File: src/rtl/lcd_line_arbiter_if.sv
// rtl/lcd_line_arbiter_if.sv - client request/text and LCD driver command port bundle for lcd_line_arbiter
interface lcd_line_arbiter_if #(
    parameter int COLS = 16
);
    logic [1:0]          req;
    logic [8*COLS-1:0]   line0;
    logic [8*COLS-1:0]   line1;
    logic [1:0]          done;
    logic                active;
    logic                grant_id;
    logic                lcd_busy;
    logic                lcd_enable;
    logic [9:0]          lcd_bus;
    logic                err;

    modport master (
        input  req, line0, line1, lcd_busy,
        output done, active, grant_id, lcd_enable, lcd_bus, err
    );

    modport slave (
        output req, line0, line1, lcd_busy,
        input  done, active, grant_id, lcd_enable, lcd_bus, err
    );
endinterface

File: src/rtl/lcd_line_arbiter.sv
// rtl/lcd_line_arbiter.sv - round-robin two-client line arbiter streaming address+COLS chars to a char LCD; LCD_TIMEOUT_EN adds busy watchdog
module lcd_line_arbiter #(
    parameter int COLS = 16
`ifdef LCD_TIMEOUT_EN
    , parameter int TIMEOUT = 4095
`endif
) (
    input  logic             i_clk,
    input  logic             i_rst_n,
    lcd_line_arbiter_if.master io
);
    localparam int IW = $clog2(COLS + 1);

    typedef enum logic [2:0] {
        IDLE, ISSUE, WAIT_HI, WAIT_LO, DONE
    } state_t;

    state_t             r_state;
    logic [8*COLS-1:0]  r_buf;
    logic [IW-1:0]      r_idx;
    logic               r_addr_phase;
    logic               r_grant;
    logic               r_active;
    logic [1:0]         r_done;
    logic               r_lcd_enable;
    logic [9:0]         r_lcd_bus;
    logic               w_win;

`ifdef LCD_TIMEOUT_EN
    localparam int CW = ($clog2(TIMEOUT + 1) > 12) ? $clog2(TIMEOUT + 1) : 12;
    logic [CW-1:0]      r_cnt;
    logic               r_err;
    logic               w_expired;
    assign w_expired = (r_cnt == CW'(TIMEOUT));
    assign io.err    = r_err;
`else
    assign io.err    = 1'b0;
`endif

    // On a tie the client that was not served last wins.
    always_comb begin
        w_win = io.req[1];
        if (io.req == 2'b11)
            w_win = ~r_grant;
    end

    always_ff @(posedge i_clk) begin
        if (!i_rst_n) begin
            r_state      <= IDLE;
            r_buf        <= '0;
            r_idx        <= '0;
            r_addr_phase <= 1'b1;
            r_grant      <= 1'b1;
            r_active     <= 1'b0;
            r_done       <= 2'b00;
            r_lcd_enable <= 1'b0;
            r_lcd_bus    <= 10'h000;
`ifdef LCD_TIMEOUT_EN
            r_cnt        <= '0;
            r_err        <= 1'b0;
`endif
        end else begin
            r_lcd_enable <= 1'b0;
            r_done       <= 2'b00;
            case (r_state)
                IDLE: begin
                    if (|io.req) begin
                        r_buf        <= w_win ? io.line1 : io.line0;
                        r_grant      <= w_win;
                        r_active     <= 1'b1;
                        r_addr_phase <= 1'b1;
                        r_idx        <= '0;
                        r_state      <= ISSUE;
                    end
                end
                ISSUE: begin
                    if (!io.lcd_busy) begin
                        r_lcd_enable <= 1'b1;
                        r_lcd_bus    <= r_addr_phase ? {2'b00, (r_grant ? 8'hC0 : 8'h80)}
                                                     : {2'b10, r_buf[7:0]};
`ifdef LCD_TIMEOUT_EN
                        r_cnt        <= '0;
`endif
                        r_state      <= WAIT_HI;
                    end
                end
                WAIT_HI: begin
`ifdef LCD_TIMEOUT_EN
                    if (w_expired) begin
                        r_err   <= 1'b1;
                        r_state <= DONE;
                    end else if (io.lcd_busy) begin
                        r_cnt   <= '0;
                        r_state <= WAIT_LO;
                    end else begin
                        r_cnt   <= r_cnt + 1'b1;
                    end
`else
                    if (io.lcd_busy)
                        r_state <= WAIT_LO;
`endif
                end
                WAIT_LO: begin
`ifdef LCD_TIMEOUT_EN
                    if (w_expired) begin
                        r_err   <= 1'b1;
                        r_state <= DONE;
                    end else if (!io.lcd_busy) begin
`else
                    if (!io.lcd_busy) begin
`endif
                        // The buffer shifts so the next char is always in the low byte.
                        if (r_addr_phase) begin
                            r_addr_phase <= 1'b0;
                            r_idx        <= '0;
                            r_state      <= ISSUE;
                        end else begin
                            r_buf <= r_buf >> 8;
                            if (r_idx == IW'(COLS - 1)) begin
                                r_state <= DONE;
                            end else begin
                                r_idx   <= r_idx + 1'b1;
                                r_state <= ISSUE;
                            end
                        end
                    end
`ifdef LCD_TIMEOUT_EN
                    else begin
                        r_cnt <= r_cnt + 1'b1;
                    end
`endif
                end
                DONE: begin
                    r_done   <= r_grant ? 2'b10 : 2'b01;
                    r_active <= 1'b0;
                    r_state  <= IDLE;
                end
                default: r_state <= IDLE;
            endcase
        end
    end

    assign io.done       = r_done;
    assign io.active     = r_active;
    assign io.grant_id   = r_grant;
    assign io.lcd_enable = r_lcd_enable;
    assign io.lcd_bus    = r_lcd_bus;
endmodule

File: src/flat_wrapper.sv
// flat-port wrapper written by rule: the top's interface ports become plain ports
module lcd_line_arbiter_flat 
#(
    parameter int COLS = 16

)
  (i_clk, i_rst_n, io_req, io_line0, io_line1, io_lcd_busy, io_done, io_active, io_grant_id, io_lcd_enable, io_lcd_bus, io_err);
  lcd_line_arbiter_if #(.COLS(COLS)) io_i ();
  input  logic i_clk;
  input  logic i_rst_n;
  input wire logic [$bits(io_i.req)-1:0] io_req;
  input wire logic [$bits(io_i.line0)-1:0] io_line0;
  input wire logic [$bits(io_i.line1)-1:0] io_line1;
  input wire logic [$bits(io_i.lcd_busy)-1:0] io_lcd_busy;
  output wire logic [$bits(io_i.done)-1:0] io_done;
  output wire logic [$bits(io_i.active)-1:0] io_active;
  output wire logic [$bits(io_i.grant_id)-1:0] io_grant_id;
  output wire logic [$bits(io_i.lcd_enable)-1:0] io_lcd_enable;
  output wire logic [$bits(io_i.lcd_bus)-1:0] io_lcd_bus;
  output wire logic [$bits(io_i.err)-1:0] io_err;
  assign io_i.req = io_req;
  assign io_i.line0 = io_line0;
  assign io_i.line1 = io_line1;
  assign io_i.lcd_busy = io_lcd_busy;
  assign io_done = io_i.done;
  assign io_active = io_i.active;
  assign io_grant_id = io_i.grant_id;
  assign io_lcd_enable = io_i.lcd_enable;
  assign io_lcd_bus = io_i.lcd_bus;
  assign io_err = io_i.err;
  lcd_line_arbiter #(.COLS(COLS)) u_core (.i_clk(i_clk), .i_rst_n(i_rst_n), .io(io_i));
endmodule
File: config.mk
export PLATFORM = sky130hd
export DESIGN_NAME = lcd_line_arbiter_flat
export DESIGN_NICKNAME = d
export VERILOG_FILES = /design/src/rtl/lcd_line_arbiter_if.sv /design/src/rtl/lcd_line_arbiter.sv /design/src/flat_wrapper.sv
export SDC_FILE = /design/constraint.sdc
export NUM_CORES = 1
export LEC_CHECK = 0
export CAP_MARGIN = 20
export CORE_MARGIN = 2
export CORE_UTILIZATION = 40
export CTS_CLUSTER_DIAMETER = 120
export CTS_CLUSTER_SIZE = 25
export DETAILED_ROUTE_END_ITERATION = 12
export PLACE_DENSITY = 0.73
export SYNTH_ARGS = -nofsm -noshare
export SYNTH_HDL_FRONTEND = slang
export SYNTH_SLANG_ARGS = --single-unit
File: constraint.sdc
create_clock -name i_clk -period 2.3 [get_ports i_clk]
set_input_delay 0.46 -clock i_clk [delete_from_list [all_inputs] [get_ports i_clk]]
set_output_delay 0.46 -clock i_clk [all_outputs]
set_load 0.02 [all_outputs]
== After elaboration in Yosys (flattened, before gate mapping) ==
Index checks and enable logic that the tools add are counted.
Word-level totals
  latch bits: 0
  logic and storage cells: 63
  memories: 0
  bits in read-only memories: 0
  bits of input ports: 261
  bits in writable memories: 0
  bits in registers: 152
Operators by class
  add/subtract/negate cells: 1
  equal/unequal tests: 12
  bitwise operators: 2
  div/mod/pow operators: 0
  multiplexer cells: 26
  multiply operators: 0
  order comparisons: 0
  shift operators: 0
  reduce and logical (&&, ||, !) cells: 13
Operator list (number)
  128-bit two-way mux: 4
  128-bit case mux with 2 select lines: 1
  5-bit two-way mux: 4
  3-bit two-way mux: 6
  3-bit case mux with 4 select lines: 1
  4-bit AND reduction: 3
  10-bit two-way mux: 1
  5-bit case mux with 2 select lines: 1
  2-bit AND reduction: 5
  2-bit inequality test (second input constant): 4
  7-bit two-way mux: 1
  3-bit by 2-bit == test with 1-bit output (second input constant): 2
  5-bit by 1-bit adder with 5-bit output (second input constant): 1
  5-bit by 4-bit == test with 1-bit output (second input constant): 1
  1-bit two-way mux: 4
  1-bit case mux with 2 select lines: 2
  2-bit nonzero test: 2
  3-bit by 1-bit == test with 1-bit output (second input constant): 1
  3-bit == test (second input constant): 1
  3-bit zero test: 1
  3-bit by 2-bit inequality test with 1-bit output (second input constant): 1
  3-bit AND reduction: 1
  2-bit == test (second input constant): 1
  2-bit two-way mux: 1
  3 further kinds: 4

== Depth between registers and ports, before layout ==
  depth after elaboration: 5
  mapped depth: 8
  mapped depth without buffers: 7

== Worst setup path before layout ==
Ideal clock, no wire load.
  path type: register -> register
  start point: reg u_core.r_idx[0]
  end point: reg u_core.r_idx[3]
  data required time: 2.199 ns
  period minus slack after synthesis: 1.676 ns
  path slack: 0.624 ns
  stages on the path, launching flop included: 8
  arrival: 1.575 ns
  setup time: 0.101 ns
  cells stage by stage: dfxtp_1 ha_1 and3_1 ha_1 nor2b_1 a31oi_1 nand3_1 o41ai_1
Between the ends
  cells in the longest elaborated chain, start to end: 5
Ends and longest elaborated chain
  start, declared: RTL line lcd_line_arbiter.sv:20  | logic [IW-1:0] r_idx;
  start signal, assigned: RTL line lcd_line_arbiter.sv:122  | r_idx <= r_idx + 1'b1;
  5-bit by 1-bit adder with 5-bit output: RTL line lcd_line_arbiter.sv:122
  5-bit two-way mux: RTL line lcd_line_arbiter.sv:119  | if (r_idx == IW'(COLS - 1)) begin
  5-bit two-way mux: RTL line lcd_line_arbiter.sv:113  | if (r_addr_phase) begin
  5-bit two-way mux: RTL line lcd_line_arbiter.sv:110  | if (!io.lcd_busy) begin
  5-bit case mux with 2 select lines: RTL line lcd_line_arbiter.sv:65  | case (r_state)
Parallel ways exist; a longest one is shown, timed or not. The select of a mux whose other input is x is not followed.
A chain may end at the register's enable or synchronous reset.

== Worst setup path in the final report ==
  start point: reg u_core.r_grant, in the netlist u_core.io.grant_id
  end point: out io_grant_id
RTL lines
  start, declared: RTL line lcd_line_arbiter.sv:22  | logic r_grant;
  start signal, assigned: RTL line lcd_line_arbiter.sv:69  | r_grant <= w_win;
  end, declared: RTL line flat_wrapper.sv:17  | output wire logic [$bits(io_i.grant_id)-1:0] io_grant_id;
No word-level cell between the ends.

==> flow_summary_export.csv <==
group,metric,value,unit
detailed_routing,wl,21700,um
sta,post-route-min-period,2.06,ns
power_and_ir_drop,power_frac_comb,22.3,%
min_path,hold_start,"u_core.io.lcd_bus[4]",
floorplan,io_pins,277,
placement,dp.cells,1280,
detailed_routing,wl_per_cell,16.5,um
floorplan,die_x,141,um
min_path,hp-class,"reg -> reg",
sta,slew_violations,0,
layout,nNetsFinal,1328,
floorplan,core_region_area,0.0186,sq mm
power_and_ir_drop,p_leak,4.61,nW
detailed_routing,vias,6900,
setup_path,crit_required,1.84,ns
synth,synthMuxAreaShare,17.2,%
setup_path,crit_family,"buffers and inverters",
power_and_ir_drop,power.internal,5.79,mW
layout,diodes,0,
setup_path,max_stage_delay,0.67,ns
synth,synth_edf_count,0,
synth,synthCells,820,
sta,hold_viol_final,0,
clock_network,clk_path_buf_depth,2,
setup_path,r2r_end,"u_core.r_idx[3]",
layout,final_area,0.0111,sq mm
placement,port_buffers,274,
sta,layout_setup_ws,0.242,ns
clock_network,cts_made_buffers,17,
clock_network,post-cts-setup-buffer-count,0,
sta,tightest_slew,0.535,ns
synth,async_reset_ff_share,0,%
synth,yosysSeqAreaShare,40.3,%
power_and_ir_drop,power-per-cell-area,706,mW/mm^2
setup_path,path_cells,"clkdlybuf4s50_1",
power_and_ir_drop,fin_total_pwr,7.84,mW
synth,synthSimpleGateAreaFrac,9.80,%
sta,fin_crit_sh,89.5,%
sta,rsz0062_at_grt,"false",
setup_path,reg2reg_from,"u_core.r_idx[0]",
detailed_routing,viasPerCell,5.26,
floorplan,start_util,40.4,%
setup_path,worstSetupPathType,"reg -> out",
floorplan,die-area,0.0199,sq mm
power_and_ir_drop,seq_power_share,40.1,%
detailed_routing,dr.pass1.iters,4,
setup_path,reg2reg_depth,7,
placement,place_congestion,0.826,
synth,synth_compound_gate_area_share,25.9,%
synth,synthAdderAreaFrac,0.333,%
synth,syn_area_per_cell,9.15,sq um
min_path,worstHoldEndpoint,"u_core.io.lcd_bus[4]",
placement,dp_hpwl,15700,um
setup_path,reg2reg_slack,0.36,ns
setup_path,worstPathArrival,1.60,ns
sta,hold_slack,0.453,ns
outcome,status,"completed",
setup_path,cp_num_buf_inv,1,
clock_network,clock_sinks,151,
detailed_routing,detail-route-antenna-nets,0,
detailed_routing,drc,0,
grt,grt_first_pass_wirelength,34700,um
grt,grt.overflow.total,0,
synth,yosys_warnings,0,
layout,area_growth_syn_to_layout,47.9,%
clock_network,clkLatencyLatePin,0.42,ns
synth,synth_top_family_by_area,"compound AO/OA/AOI/OAI gates",
placement,postPlaceCellArea,0.0105,sq mm
clock_network,cts_root_buffer,"clkbuf_16",
detailed_routing,drtIter0Drc,366,
layout,most-common-layout-cells,"clkdlybuf4s50_1 (274), dfxtp_1 (151), a21oi_1 (132)",
layout,nFillCells,1691,
grt,grt_usage,21.7,%
power_and_ir_drop,p_clk_share,37.6,%
layout,layout-drive-gt1-share,6.31,%
synth,synth_ff_type,"dfxtp_1",
power_and_ir_drop,ir_drop,0.000466,V
setup_path,cp-startpoint,"u_core.io.grant_id",
clock_network,cts_tree,"yes",
layout,final_cells,1312,
setup_path,critPathLaunchType,"flip-flop",
grt,grt_max_degree,129,
synth,ys_ff_latch,151,
sta,relSlewSlack,64.4,%
synth,synthXorXnorAreaFrac,0.117,%
clock_network,cts-hold-fix-buffers,0,
clock_network,post_cts_resized,0,
layout,final_common_cell,"clkdlybuf4s50_1",
sta,finClkSkew,0.0114,ns
grt,first_global_vias,6937,
min_path,holdPathStages,2,
grt,antenna_found_initial,1,
synth,synth_cell_types,45,
power_and_ir_drop,swShare,26.2,%
synth,syn-cell-area,0.00751,sq mm
floorplan,die_h,141,um
clock_network,htree_levels,4,
setup_path,crit_path_max_fanout,7,
flow_run,drv_cap,0,
placement,pre_cts_slack,-0.0000808,ns
sta,finalSetupViolations,0,
setup_path,critPathSlowestCell,"clkdlybuf4s50_1",
floorplan,rows,50,
sta,tns,0,ns
clock_network,clk_pin_slew,0.06,ns
layout,fin_util,59.7,%
power_and_ir_drop,p_switching,2.05,mW
sta,clock.fmax,0.486,GHz
setup_path,critPathCaptureType,"primary output",
==> cell families after synthesis <==
kind of cell	count (synthesis)
DFF	151
adders and majority gates	2
AOI/OAI and AO/OA	280
other	1
and+or+nand+nor	174
muxes	129
xor gates and xnor gates	1
buffers and inverters	82
==> synth_stat cells (3+ instances only) <==
library cell / number / share of area (%)
nand2_1: 10 / 0.50
nor2_1: 132 / 6.6
buf_2: 27 / 1.8
dfxtp_1: 151 / 40
a22o_1: 120 / 14
and3_1: 3 / 0.25
nand3_1: 10 / 0.67
a21oi_1: 132 / 8.8
buf_4: 8 / 0.80
mux2i_1: 129 / 17
buf_6: 14 / 2.1
o2bb2ai_1: 8 / 0.93
nor3_1: 4 / 0.27
clkbuf_1: 28 / 1.4
inv_1: 4 / 0.20
o21ai_1: 4 / 0.27
==> cell type report <==
type,count,area [sq um],share of cell area [%]
repair buffers,302,3120,28.1
clock buffers,19,443,3.99
inverters,5,18.8,0.169
multi-input cells,588,4030,36.3
well taps,234,293,2.64
clock inverters,13,179,1.61
flip-flops and latches,151,3020,27.2
==> state kept, by name, summed over array words and instances, names as in the netlist <==
| register | cells |
|---|---|
| u_core.r_buf | 128 |
| u_core.io.lcd_bus | 9 |
| u_core.r_idx | 5 |
| u_core.r_state | 3 |
| u_core.io.done | 2 |
| u_core.io.active | 1 |
| u_core.io.grant_id | 1 |
| u_core.io.lcd_enable | 1 |
| u_core.r_addr_phase | 1 |
==> tightest hold or removal path, delay by kind of cell, from the launching register on <==
family | cells | cell delay (ns)
DFF | 1 | 0.31
AOI/OAI and AO/OA | 1 | 0.05
and+or+nand+nor | 1 | 0.05
==> how the worst max path moves through the flow <==
stage | cells after the start | to
after floorplan | 7 | u_core.r_idx[3]
after global placement | 7 | u_core.r_buf[15]
after detailed placement | 7 | u_core.r_buf[40]
after CTS | 1 | io_grant_id
after global routing | 1 | io_grant_id
final | 1 | io_grant_id
==> power by group through the flow <==
| stage | sequential, mW | clock, mW | combinational, mW |
|---|---|---|---|
| after floorplan | 3.14 | 0 | 1.05 |
| after global placement | 3.19 | 0 | 1.73 |
| after detailed placement | 3.19 | 0 | 1.75 |
| after CTS | 3.14 | 2.98 | 1.76 |
| after global routing | 3.18 | 3.07 | 1.92 |
| final | 3.15 | 2.95 | 1.75 |
==> layer usage <==
layer	global-route usage [%]	part of all wire [%]	vias up	wire length (um)
li1	-	-	3492	-
met1	27.5	44	3149	9450
met2	35.9	48	223	10300
met3	5.81	6.7	34	1460
met4	7.05	2.0	2	440
met5	0	0.060	-	13
(Power assumes the default switching activity.)
